File: config.mk
export PLATFORM = sky130hd
export DESIGN_NAME = bus_stim_gen
export DESIGN_NICKNAME = d
export VERILOG_FILES = /design/src/rtl/bus_stim_gen.sv
export SDC_FILE = /design/constraint.sdc
export NUM_CORES = 1
export LEC_CHECK = 0
export BUFFER_PORTS_ARGS = -buffer_cell sky130_fd_sc_hd__buf_2
export CORE_MARGIN = 1
export CORE_UTILIZATION = 26
export DETAILED_ROUTE_END_ITERATION = 16
export GPL_ROUTABILITY_DRIVEN = 0
export GPL_TIMING_DRIVEN = 0
export PLACE_DENSITY = 0.46
export SYNTH_ARGS = -nofsm -noshare
export SYNTH_HDL_FRONTEND = slang
export SYNTH_SLANG_ARGS = --single-unit
File: constraint.sdc
create_clock -name clk -period 2.3 [get_ports clk]
set_input_delay 0.23 -clock clk [delete_from_list [all_inputs] [get_ports clk]]
set_output_delay 0.23 -clock clk [all_outputs]
set_load 0.02 [all_outputs]
File: src/rtl/bus_stim_gen.sv
// ---------------------------------------------------------------------------
// bus_stim_gen
//
// Programmable burst sequencer that produces addr/en/wr/wdata stimulus for a
// simple en/wr memory-style slave. Test-control logic supplies a burst
// description (mode, base address, length, inter-beat gap, data seed) and
// pulses start; the block then drives one beat at a time, honouring slave
// back-pressure through ready.
//
// Ports:
//   clk        in   system clock, all logic on posedge
//   rst_n      in   asynchronous active-low reset
//   start      in   begin a sequence (only looked at while idle)
//   abort      in   synchronous abort, wins over everything else
//   mode       in   00 write burst, 01 read burst, 10 write-then-read,
//                   11 alternating write/read per beat
//   base_addr  in   address of the first beat
//   len        in   beats per phase minus one
//   gap        in   idle cycles (en=0) between beats
//   data_seed  in   write data of the first write beat
//   ready      in   slave accepts the current beat
//   addr       out  beat address
//   en         out  beat valid
//   wr         out  1 = write, 0 = read
//   wdata      out  write data, 0 on read beats
//   busy       out  sequence in progress
//   done       out  one-cycle completion pulse
//   beat_cnt   out  beats accepted in the current sequence
//
// Build option:
//   BUS_STIM_GEN_LFSR_DATA_EN - when defined, write data comes from a
//   Fibonacci LFSR loaded with data_seed (0 replaced by all-ones) instead of
//   the incrementing data_seed + write-beat-index pattern.
//
// All outputs come straight from flops.
// ---------------------------------------------------------------------------
module bus_stim_gen #(
    parameter int ADDR_W = 6,
    parameter int DATA_W = 8,
    parameter int LEN_W  = 4,
    parameter int GAP_W  = 3
) (
    input  logic              clk,
    input  logic              rst_n,
    input  logic              start,
    input  logic              abort,
    input  logic [1:0]        mode,
    input  logic [ADDR_W-1:0] base_addr,
    input  logic [LEN_W-1:0]  len,
    input  logic [GAP_W-1:0]  gap,
    input  logic [DATA_W-1:0] data_seed,
    input  logic              ready,
    output logic [ADDR_W-1:0] addr,
    output logic              en,
    output logic              wr,
    output logic [DATA_W-1:0] wdata,
    output logic              busy,
    output logic              done,
    output logic [LEN_W:0]    beat_cnt
);

    localparam logic [2:0] ST_IDLE = 3'd0;
    localparam logic [2:0] ST_BEAT = 3'd1;
    localparam logic [2:0] ST_GAP  = 3'd2;
    localparam logic [2:0] ST_TURN = 3'd3;
    localparam logic [2:0] ST_DONE = 3'd4;

    localparam logic [1:0] MODE_WR  = 2'b00;
    localparam logic [1:0] MODE_RD  = 2'b01;
    localparam logic [1:0] MODE_WTR = 2'b10;
    localparam logic [1:0] MODE_ALT = 2'b11;

    localparam logic [ADDR_W-1:0] ADDR_ONE = {{(ADDR_W-1){1'b0}}, 1'b1};
    localparam logic [LEN_W-1:0]  LEN_ONE  = {{(LEN_W-1){1'b0}}, 1'b1};
    localparam logic [LEN_W:0]    CNT_ONE  = {{LEN_W{1'b0}}, 1'b1};
    localparam logic [GAP_W-1:0]  GAP_ONE  = {{(GAP_W-1){1'b0}}, 1'b1};
    localparam logic [DATA_W-1:0] DATA_ZERO = {DATA_W{1'b0}};

`ifdef BUS_STIM_GEN_LFSR_DATA_EN
    // Tap mask for x^8+x^6+x^5+x^4+1 (bits 7,5,4,3); other widths fall back
    // to a simple end-around tap pair.
    localparam logic [DATA_W-1:0] LFSR_TAPS = (DATA_W == 8) ?
        DATA_W'(8'hB8) : {1'b1, {(DATA_W-2){1'b0}}, 1'b1};
`else
    localparam logic [DATA_W-1:0] DATA_ONE = {{(DATA_W-1){1'b0}}, 1'b1};
`endif

    // Value loaded into the write-data generator when a sequence starts.
    function automatic logic [DATA_W-1:0] wval_seed(input logic [DATA_W-1:0] s);
`ifdef BUS_STIM_GEN_LFSR_DATA_EN
        // An all-zero LFSR would lock up, so zero is replaced by all-ones.
        if (s == DATA_ZERO) begin
            wval_seed = {DATA_W{1'b1}};
        end else begin
            wval_seed = s;
        end
`else
        wval_seed = s;
`endif
    endfunction

    // Write data for the write beat that follows one carrying v.
    function automatic logic [DATA_W-1:0] wval_step(input logic [DATA_W-1:0] v);
`ifdef BUS_STIM_GEN_LFSR_DATA_EN
        wval_step = {v[DATA_W-2:0], ^(v & LFSR_TAPS)};
`else
        wval_step = v + DATA_ONE;
`endif
    endfunction

    // Direction of the next beat inside a phase.
    function automatic logic next_wr(input logic [1:0] m, input logic read_phase,
                                     input logic cur_wr);
        case (m)
            MODE_WR:  next_wr = 1'b1;
            MODE_RD:  next_wr = 1'b0;
            MODE_WTR: next_wr = ~read_phase;
            MODE_ALT: next_wr = ~cur_wr;
            default:  next_wr = 1'b0;
        endcase
    endfunction

    // Output flops
    logic [2:0]        state_q,     state_d;
    logic [ADDR_W-1:0] addr_q,      addr_d;
    logic              en_q,        en_d;
    logic              wr_q,        wr_d;
    logic [DATA_W-1:0] wdata_q,     wdata_d;
    logic              busy_q,      busy_d;
    logic              done_q,      done_d;
    logic [LEN_W:0]    beat_cnt_q,  beat_cnt_d;

    // Latched burst description and sequencing state
    logic [ADDR_W-1:0] base_q,      base_d;
    logic [LEN_W-1:0]  len_q,       len_d;
    logic [GAP_W-1:0]  gap_q,       gap_d;
    logic [1:0]        mode_q,      mode_d;
    logic [DATA_W-1:0] wval_q,      wval_d;      // data of current/next write beat
    logic [LEN_W-1:0]  phase_idx_q, phase_idx_d; // beat index within phase
    logic              phase_q,     phase_d;     // 1 = read phase of mode 10
    logic [GAP_W-1:0]  gap_cnt_q,   gap_cnt_d;

    logic              last_in_phase_s;
    logic              last_overall_s;
    logic              nxt_wr_s;

    // Decode where the current beat sits in the sequence.
    always_comb begin
        last_in_phase_s = (phase_idx_q == len_q);
        last_overall_s  = last_in_phase_s && ((mode_q != MODE_WTR) || phase_q);
        nxt_wr_s        = next_wr(mode_q, phase_q, wr_q);
    end

    // Sequencer next-state and next-output computation.
    always_comb begin
        state_d     = state_q;
        addr_d      = addr_q;
        en_d        = en_q;
        wr_d        = wr_q;
        wdata_d     = wdata_q;
        busy_d      = busy_q;
        done_d      = 1'b0;
        beat_cnt_d  = beat_cnt_q;
        base_d      = base_q;
        len_d       = len_q;
        gap_d       = gap_q;
        mode_d      = mode_q;
        wval_d      = wval_q;
        phase_idx_d = phase_idx_q;
        phase_d     = phase_q;
        gap_cnt_d   = gap_cnt_q;

        if (abort) begin
            // Abort beats everything, including a beat accepted this edge.
            state_d = ST_IDLE;
            en_d    = 1'b0;
            busy_d  = 1'b0;
        end else begin
            case (state_q)
                ST_IDLE: begin
                    en_d   = 1'b0;
                    busy_d = 1'b0;
                    if (start) begin
                        base_d      = base_addr;
                        len_d       = len;
                        gap_d       = gap;
                        mode_d      = mode;
                        wval_d      = wval_seed(data_seed);
                        phase_idx_d = {LEN_W{1'b0}};
                        phase_d     = 1'b0;
                        beat_cnt_d  = {(LEN_W+1){1'b0}};
                        addr_d      = base_addr;
                        // Every mode except pure read opens with a write.
                        wr_d        = (mode != MODE_RD);
                        wdata_d     = (mode != MODE_RD) ? wval_seed(data_seed) : DATA_ZERO;
                        en_d        = 1'b1;
                        busy_d      = 1'b1;
                        state_d     = ST_BEAT;
                    end else begin
                        state_d = ST_IDLE;
                    end
                end

                ST_BEAT: begin
                    if (ready) begin
                        beat_cnt_d = beat_cnt_q + CNT_ONE;
                        if (wr_q) begin
                            wval_d = wval_step(wval_q);
                        end else begin
                            wval_d = wval_q;
                        end
                        if (last_overall_s) begin
                            state_d = ST_DONE;
                            en_d    = 1'b0;
                            done_d  = 1'b1;
                        end else if (last_in_phase_s) begin
                            // End of the write phase in mode 10: one turnaround
                            // cycle, then reads restart from the base address.
                            state_d     = ST_TURN;
                            en_d        = 1'b0;
                            phase_d     = 1'b1;
                            phase_idx_d = {LEN_W{1'b0}};
                            addr_d      = base_q;
                            wr_d        = 1'b0;
                            wdata_d     = DATA_ZERO;
                        end else begin
                            // Next beat values are loaded now; during a gap
                            // they are simply masked by en=0.
                            phase_idx_d = phase_idx_q + LEN_ONE;
                            addr_d      = addr_q + ADDR_ONE;
                            wr_d        = nxt_wr_s;
                            wdata_d     = nxt_wr_s ? wval_d : DATA_ZERO;
                            if (gap_q != {GAP_W{1'b0}}) begin
                                state_d   = ST_GAP;
                                en_d      = 1'b0;
                                gap_cnt_d = gap_q - GAP_ONE;
                            end else begin
                                state_d = ST_BEAT;
                                en_d    = 1'b1;
                            end
                        end
                    end else begin
                        state_d = ST_BEAT;
                    end
                end

                ST_GAP: begin
                    if (gap_cnt_q == {GAP_W{1'b0}}) begin
                        state_d = ST_BEAT;
                        en_d    = 1'b1;
                    end else begin
                        gap_cnt_d = gap_cnt_q - GAP_ONE;
                    end
                end

                ST_TURN: begin
                    state_d = ST_BEAT;
                    en_d    = 1'b1;
                end

                ST_DONE: begin
                    state_d = ST_IDLE;
                    en_d    = 1'b0;
                    busy_d  = 1'b0;
                end

                default: begin
                    state_d = ST_IDLE;
                    en_d    = 1'b0;
                    busy_d  = 1'b0;
                end
            endcase
        end
    end

    // State and output registers with asynchronous reset.
    always_ff @(posedge clk or negedge rst_n) begin
        if (!rst_n) begin
            state_q     <= ST_IDLE;
            addr_q      <= {ADDR_W{1'b0}};
            en_q        <= 1'b0;
            wr_q        <= 1'b0;
            wdata_q     <= DATA_ZERO;
            busy_q      <= 1'b0;
            done_q      <= 1'b0;
            beat_cnt_q  <= {(LEN_W+1){1'b0}};
            base_q      <= {ADDR_W{1'b0}};
            len_q       <= {LEN_W{1'b0}};
            gap_q       <= {GAP_W{1'b0}};
            mode_q      <= 2'b00;
            wval_q      <= DATA_ZERO;
            phase_idx_q <= {LEN_W{1'b0}};
            phase_q     <= 1'b0;
            gap_cnt_q   <= {GAP_W{1'b0}};
        end else begin
            state_q     <= state_d;
            addr_q      <= addr_d;
            en_q        <= en_d;
            wr_q        <= wr_d;
            wdata_q     <= wdata_d;
            busy_q      <= busy_d;
            done_q      <= done_d;
            beat_cnt_q  <= beat_cnt_d;
            base_q      <= base_d;
            len_q       <= len_d;
            gap_q       <= gap_d;
            mode_q      <= mode_d;
            wval_q      <= wval_d;
            phase_idx_q <= phase_idx_d;
            phase_q     <= phase_d;
            gap_cnt_q   <= gap_cnt_d;
        end
    end

    assign addr     = addr_q;
    assign en       = en_q;
    assign wr       = wr_q;
    assign wdata    = wdata_q;
    assign busy     = busy_q;
    assign done     = done_q;
    assign beat_cnt = beat_cnt_q;

endmodule

=== Word level (Yosys, flattened, before mapping) ===
Cells that the tools add are included.

* Register bits: 57
* Latch bits: 0
* Bits in writable memories: 0
* Bits in read-only memories: 0
* Input port bits: 28
* Output and inout port bits: 23
* Word-level logic and storage cells: 122
* Memories: 0

* Add/sub/neg operators: 6
* Multipliers: 0
* Divide/modulo/power cells: 0
* $lt $le $gt $ge: 0
* Equal/unequal tests: 19
* Shift-type cells: 0
* Mux-type cells: 63
* Bitwise gates (word level): 3
* Reductions and logical operators: 15

{| class="wikitable"
|+ Operators by type and width
! operator !! number
|-
| 8-bit two-way mux || 9
|-
| 8-bit case mux with 2 select lines || 2
|-
| 3-bit two-way mux || 9
|-
| 6-bit two-way mux || 4
|-
| 1-bit two-way mux || 21
|-
| 4-bit two-way mux || 4
|-
| 2-bit != test, second input constant || 8
|-
| 3-bit case mux with 4 select lines || 1
|-
| 6-bit case mux with 2 select lines || 1
|-
| 5-bit two-way mux || 2
|-
| 5-bit case mux with 2 select lines || 1
|-
| 8-bit by 1-bit adder with 8-bit output, second input constant || 1
|-
| 1-bit case mux with 4 select lines || 2
|-
| 4-bit case mux with 2 select lines || 1
|-
| 7-bit AND reduction || 1
|-
| 6-bit by 1-bit adder with 6-bit output, second input constant || 1
|-
| 3-bit by 2-bit == test with 1-bit output, second input constant || 2
|-
| 3-bit zero test || 2
|-
| 3-bit != test, second input constant || 2
|-
| 1-bit case mux with 2 select lines || 3
|-
| 3-bit case mux with 2 select lines || 1
|-
| 6-bit AND reduction || 1
|-
| 3-bit by 1-bit subtractor with 3-bit output, second input constant || 2
|-
| 5-bit by 1-bit adder with 5-bit output, second input constant || 1
|-
| other kinds (18) || 24
|}

=== Depth between registers and ports, before layout ===
* Depth in word-level cells: 7
* Mapped depth: 8
* Gate-level depth less buffers: 6

=== Least setup slack after synthesis ===
Ideal clock, no wire load.

* Path type: reg-to-reg
* Start: register state_q[2]
* End: register base_q[0]
* Library setup time: 0.125 ns
* Data arrival time: 1.725 ns
* Required time: 2.175 ns
* Path slack: 0.450 ns
* Cell stages (with the launch flop): 7
* Buffers on the path: 2
* Period minus slack after synthesis: 1.850 ns
* Path through: dfrtp_1 > buf_2 > nor2_2 > nand2_1 > nor3_4 > buf_2 > mux2_2

* Cells in the longest elaborated chain, start to end: 2

{| class="wikitable"
|+ RTL lines
! item !! line !! RTL
|-
| from (decl) || 124 || <nowiki>logic [2:0] state_q, state_d;</nowiki>
|-
| from (signal assigned) || 296 || <nowiki>state_q <= state_d;</nowiki>
|-
| 3-bit zero test || 179 || <nowiki>case (state_q)</nowiki>
|-
| 3-bit AND reduction (no source line) || n/a ||
|-
| to (signal assigned) || 287 || <nowiki>base_q <= {ADDR_W{1'b0}};</nowiki>
|-
| to (signal assigned) || 304 || <nowiki>base_q <= base_d;</nowiki>
|-
| to (decl) || 134 || <nowiki>logic [ADDR_W-1:0] base_q, base_d;</nowiki>
|}

No other way between the ends.
A chain may end at the register's enable or synchronous reset.

=== Worst setup path in the final report ===
* Start: register state_q[2]
* End: register wdata_q[2], in the netlist wdata[2]

* Cells in the longest elaborated chain, start to end: 3
* Elaborated cells on any way between the ends: 8
* Classes of those cells: eq/ne: 4; mux: 1; reduce/logical: 3

{| class="wikitable"
|+ RTL lines
! item !! line !! RTL
|-
| 3-bit by 1-bit == test with 1-bit output / 3-bit zero test (equally long branches) || 179 ||
|-
| 2-bit != test (no source line) / 2-bit nonzero test (equally long branches) || n/a ||
|-
| 5-bit AND reduction (no source line) || n/a ||
|-
| to (signal assigned) || 300 || <nowiki>wdata_q <= wdata_d;</nowiki>
|-
| to (decl) || 128 || <nowiki>logic [DATA_W-1:0] wdata_q, wdata_d;</nowiki>
|}

Several ways; a longest one is shown, not always the timed one.

==> out/qor.yml <==
run_status:
  status: "finished clean"
synthesis:
  synth_edf_count: 0
  async_flop_share: 1.00
  synth_warnings: 0
  yosys-top-cells-area: "dfrtp_1, mux2_2, nand2_1, o21ai_1, nor2_1"
  ys_types: 48
  avgSynthCellArea_sq_um: 9.80
  synth_top_cell_by_area: "dfrtp_1"
  ys_seq_area_frac: 0.476
  synthDominantCellAreaShare: 0.476
  syn_nets: 339
  synthFlopType: "dfrtp_1"
  yosys_register_bits: 57
  syn_area_sq_um: 3000
  syn-instance-count: 306
clock_network:
  htreeDepth: 3
  cts_tree: "built"
  clk_latency_ps: 330
  cts_max_path_buffers: 2
  clock-sinks: 57
  cts_buffers: 9
  cts_root_buffer: "clkbuf_16"
  clk_transition_reported_paths_ps: 50
floorplanning:
  rows: 38
  io_pins: 51
  die_w_microns: 109
  dieArea_sq_um: 12000
  fp.coreArea_sq_um: 11000
  dieHeight_microns: 109
  start_util: 0.272
power_and_ir_drop:
  cellPowerDensity_nw_per_um2: 1270
  pwr-share-seq: 0.364
  sw_frac_of_total: 0.378
  p_comb_frac: 0.357
  vdd_drop_max_uv: 568
  p_sw_mw: 1.82
  p_int_mw: 2.99
  pwr-share-clk: 0.279
  power.leakage_nw: 1.68
final_layout:
  fin_util: 0.342
  final_layout_size_suffix_gt1_frac: 0.277
  finalNetCount: 404
  areaGrowthSynthToFinish_pct: 25.8
  diodes: 0
grt:
  grt_pass1_wl_microns: 12600
  grt_pass1_vias: 2414
  grt_antenna_before_repair: 0
  track_usage: 0.142
  grt_max_degree: 31
  grt-ovfl-total: 0
placement:
  port_buffers: 49
  post-place-ws_ps: 27.1
  place.detailed.hpwl_microns: 5530
timing:
  skew_ps: 8.75
  hold_violations: 0
  max_slew_margin: 0.528
  finalSetupViolCount: 0
  fin_ws_ps: 142
  tightestPinTransition_ps: 707
  period_needed_ps: 2160
  post-route-period-util: 0.938
  fmax_ghz: 0.463
  finalSetupTns_ps: 0
  hold_ws_ps: 135
  rsz0062_at_grt: "false"
  slew_violations: 0
critical_path:
  crit_path_end_kind: "flip-flop"
  required_ps: 2560
  critPathKind: "reg -> reg"
  crit_path_start_kind: "flip-flop"
  arrival_ps: 2420
  path_max_fanout: 10
drt:
  wl_microns: 7740
  remaining_drc_errors: 0
  vias: 2476
  avgViaCountPerCell: 4.80
  routedWlPerCell_microns: 15.0
  drtIter0Drc: 82
  drtPass1Iterations: 4
  final_antenna_net_count: 0
flow_run:
  cap_violations: 0
hold_path:
  hold_path_class: "in -> reg"
==> layout make-up <==
type | count | area [sq um]
clock buffers | 11 | 243
repair buffers | 54 | 298
flip-flops and latches | 57 | 1430
fillers | 1169 | 7260
well taps | 140 | 175
clock inverters | 5 | 55.1
multi-input cells | 227 | 1480
inverters | 7 | 26.3
plain buffers | 15 | 66.3
==> power by group through the flow <==
stage | registers [mW] | logic [mW] | clock network (mW)
final | 1.75 | 1.72 | 1.34
after global routing | 1.82 | 1.92 | 1.41
after CTS | 1.75 | 1.73 | 1.38
after detailed placement | 1.76 | 1.71 | 0
after global placement | 1.76 | 1.69 | 0
after floorplan | 1.87 | 1.07 | 0
==> per-layer routing <==
layer,global-route usage,vias to the layer above,share of wire
li1,-,1218,-
met1,0.186,1198,0.47
met2,0.226,50,0.47
met3,0.0391,10,0.044
met4,0.0514,0,0.015
met5,0,-,0
==> cells by family (layout without fill, tap and decap cells) <==
kind of cell | after synthesis | after routing | synth area share
multiplexers | 24 | 24 | 0.0872
flip-flops | 57 | 57 | 0.476
buffers and inverters | 22 | 92 | 0.0309
AND/OR/NAND/NOR | 103 | 103 | 0.178
adder cells (fa/ha/maj) | 5 | 5 | 0.0209
AO/OA/AOI/OAI | 77 | 77 | 0.155
XOR/XNOR | 18 | 18 | 0.0526
==> flip-flops by register name, indices dropped and copies added, names as in the netlist <==
signal,cells
addr,6
base_q,6
beat_cnt,5
busy,1
done,1
en,1
gap_cnt_q,3
gap_q,3
len_q,4
mode_q,2
phase_idx_q,4
phase_q,1
state_q,3
wdata,8
wr,1
wval_q,8
==> through the flow <==
| step | total power, mW | instance area [sq um] | instances |
|---|---|---|---|
| after detailed placement | 3.48 | 3440 | 496 |
| after CTS | 4.86 | 3750 | 513 |
| after global routing | 5.15 | 3770 | 516 |
| after floorplan | 2.94 | 3000 | 306 |
| final | 4.81 | 3770 | 516 |
| after global placement | 3.45 | 3420 | 495 |
==> cell usage after synthesis, types with 2 or more instances <==
cell type,n
clkbuf_1,6
dfrtp_1,57
and4_1,2
a22oi_1,8
o22ai_1,3
nor3_1,4
nor2b_1,2
o21ai_0,9
nor3b_1,3
inv_1,7
a211oi_1,4
mux2_2,16
o21ai_1,25
nand4_1,5
a31oi_1,3
or3_1,2
xnor2_1,10
nor2_1,29
nand3_1,6
mux2i_1,7
a21oi_1,16
nand2_1,36
ha_1,5
buf_2,8
nor2_2,2
nor3b_4,2
xor2_1,8
==> cell usage in the layout, fill, tap and decap left out, types with 6 or more instances in the layout <==
master,synthesis,routed
a21oi_1,16,16
a22oi_1,8,8
buf_2,8,57
clkbuf_1,6,7
clkbuf_16,0,9
dfrtp_1,57,57
inv_1,7,7
mux2_2,16,16
mux2i_1,7,7
nand2_1,36,36
nand3_1,6,6
nor2_1,29,28
o21ai_0,9,9
o21ai_1,25,25
xnor2_1,10,10
xor2_1,8,8
==> worst max-delay path: stages (launching register included) <==
cell and delay, ps:
dfrtp_1 350, buf_2 180, nor3b_4 390, nand2_1 190
o2111ai_2 440, buf_2 360, nand2_1 80, o21ai_1 80
==> worst paths after layout <==
| kind | startpoint | to | slack [ps] | cells past startpoint |
|---|---|---|---|---|
| max | state_q[2] | wdata[2] | 140 | 7 |
| min | len[3] | len_q[3] | 140 | 2 |
| max reg2reg | state_q[2] | wdata[2] | 140 | 7 |
| min reg2reg | wdata[3] | wdata[3] | 480 | 2 |
| max in group asynchronous | rst_n | addr[3] | 1200 | 3 |
| min in group asynchronous | rst_n | wval_q[4] | 500 | 2 |
==> timing repair <==
item,4_1_cts,5_1_grt
setup buffers,0,3
hold endpoints to repair,27,0
setup endpoints to repair,0,16
hold buffers,1,0
resized for setup,0,1
(Power assumes the default switching activity.)
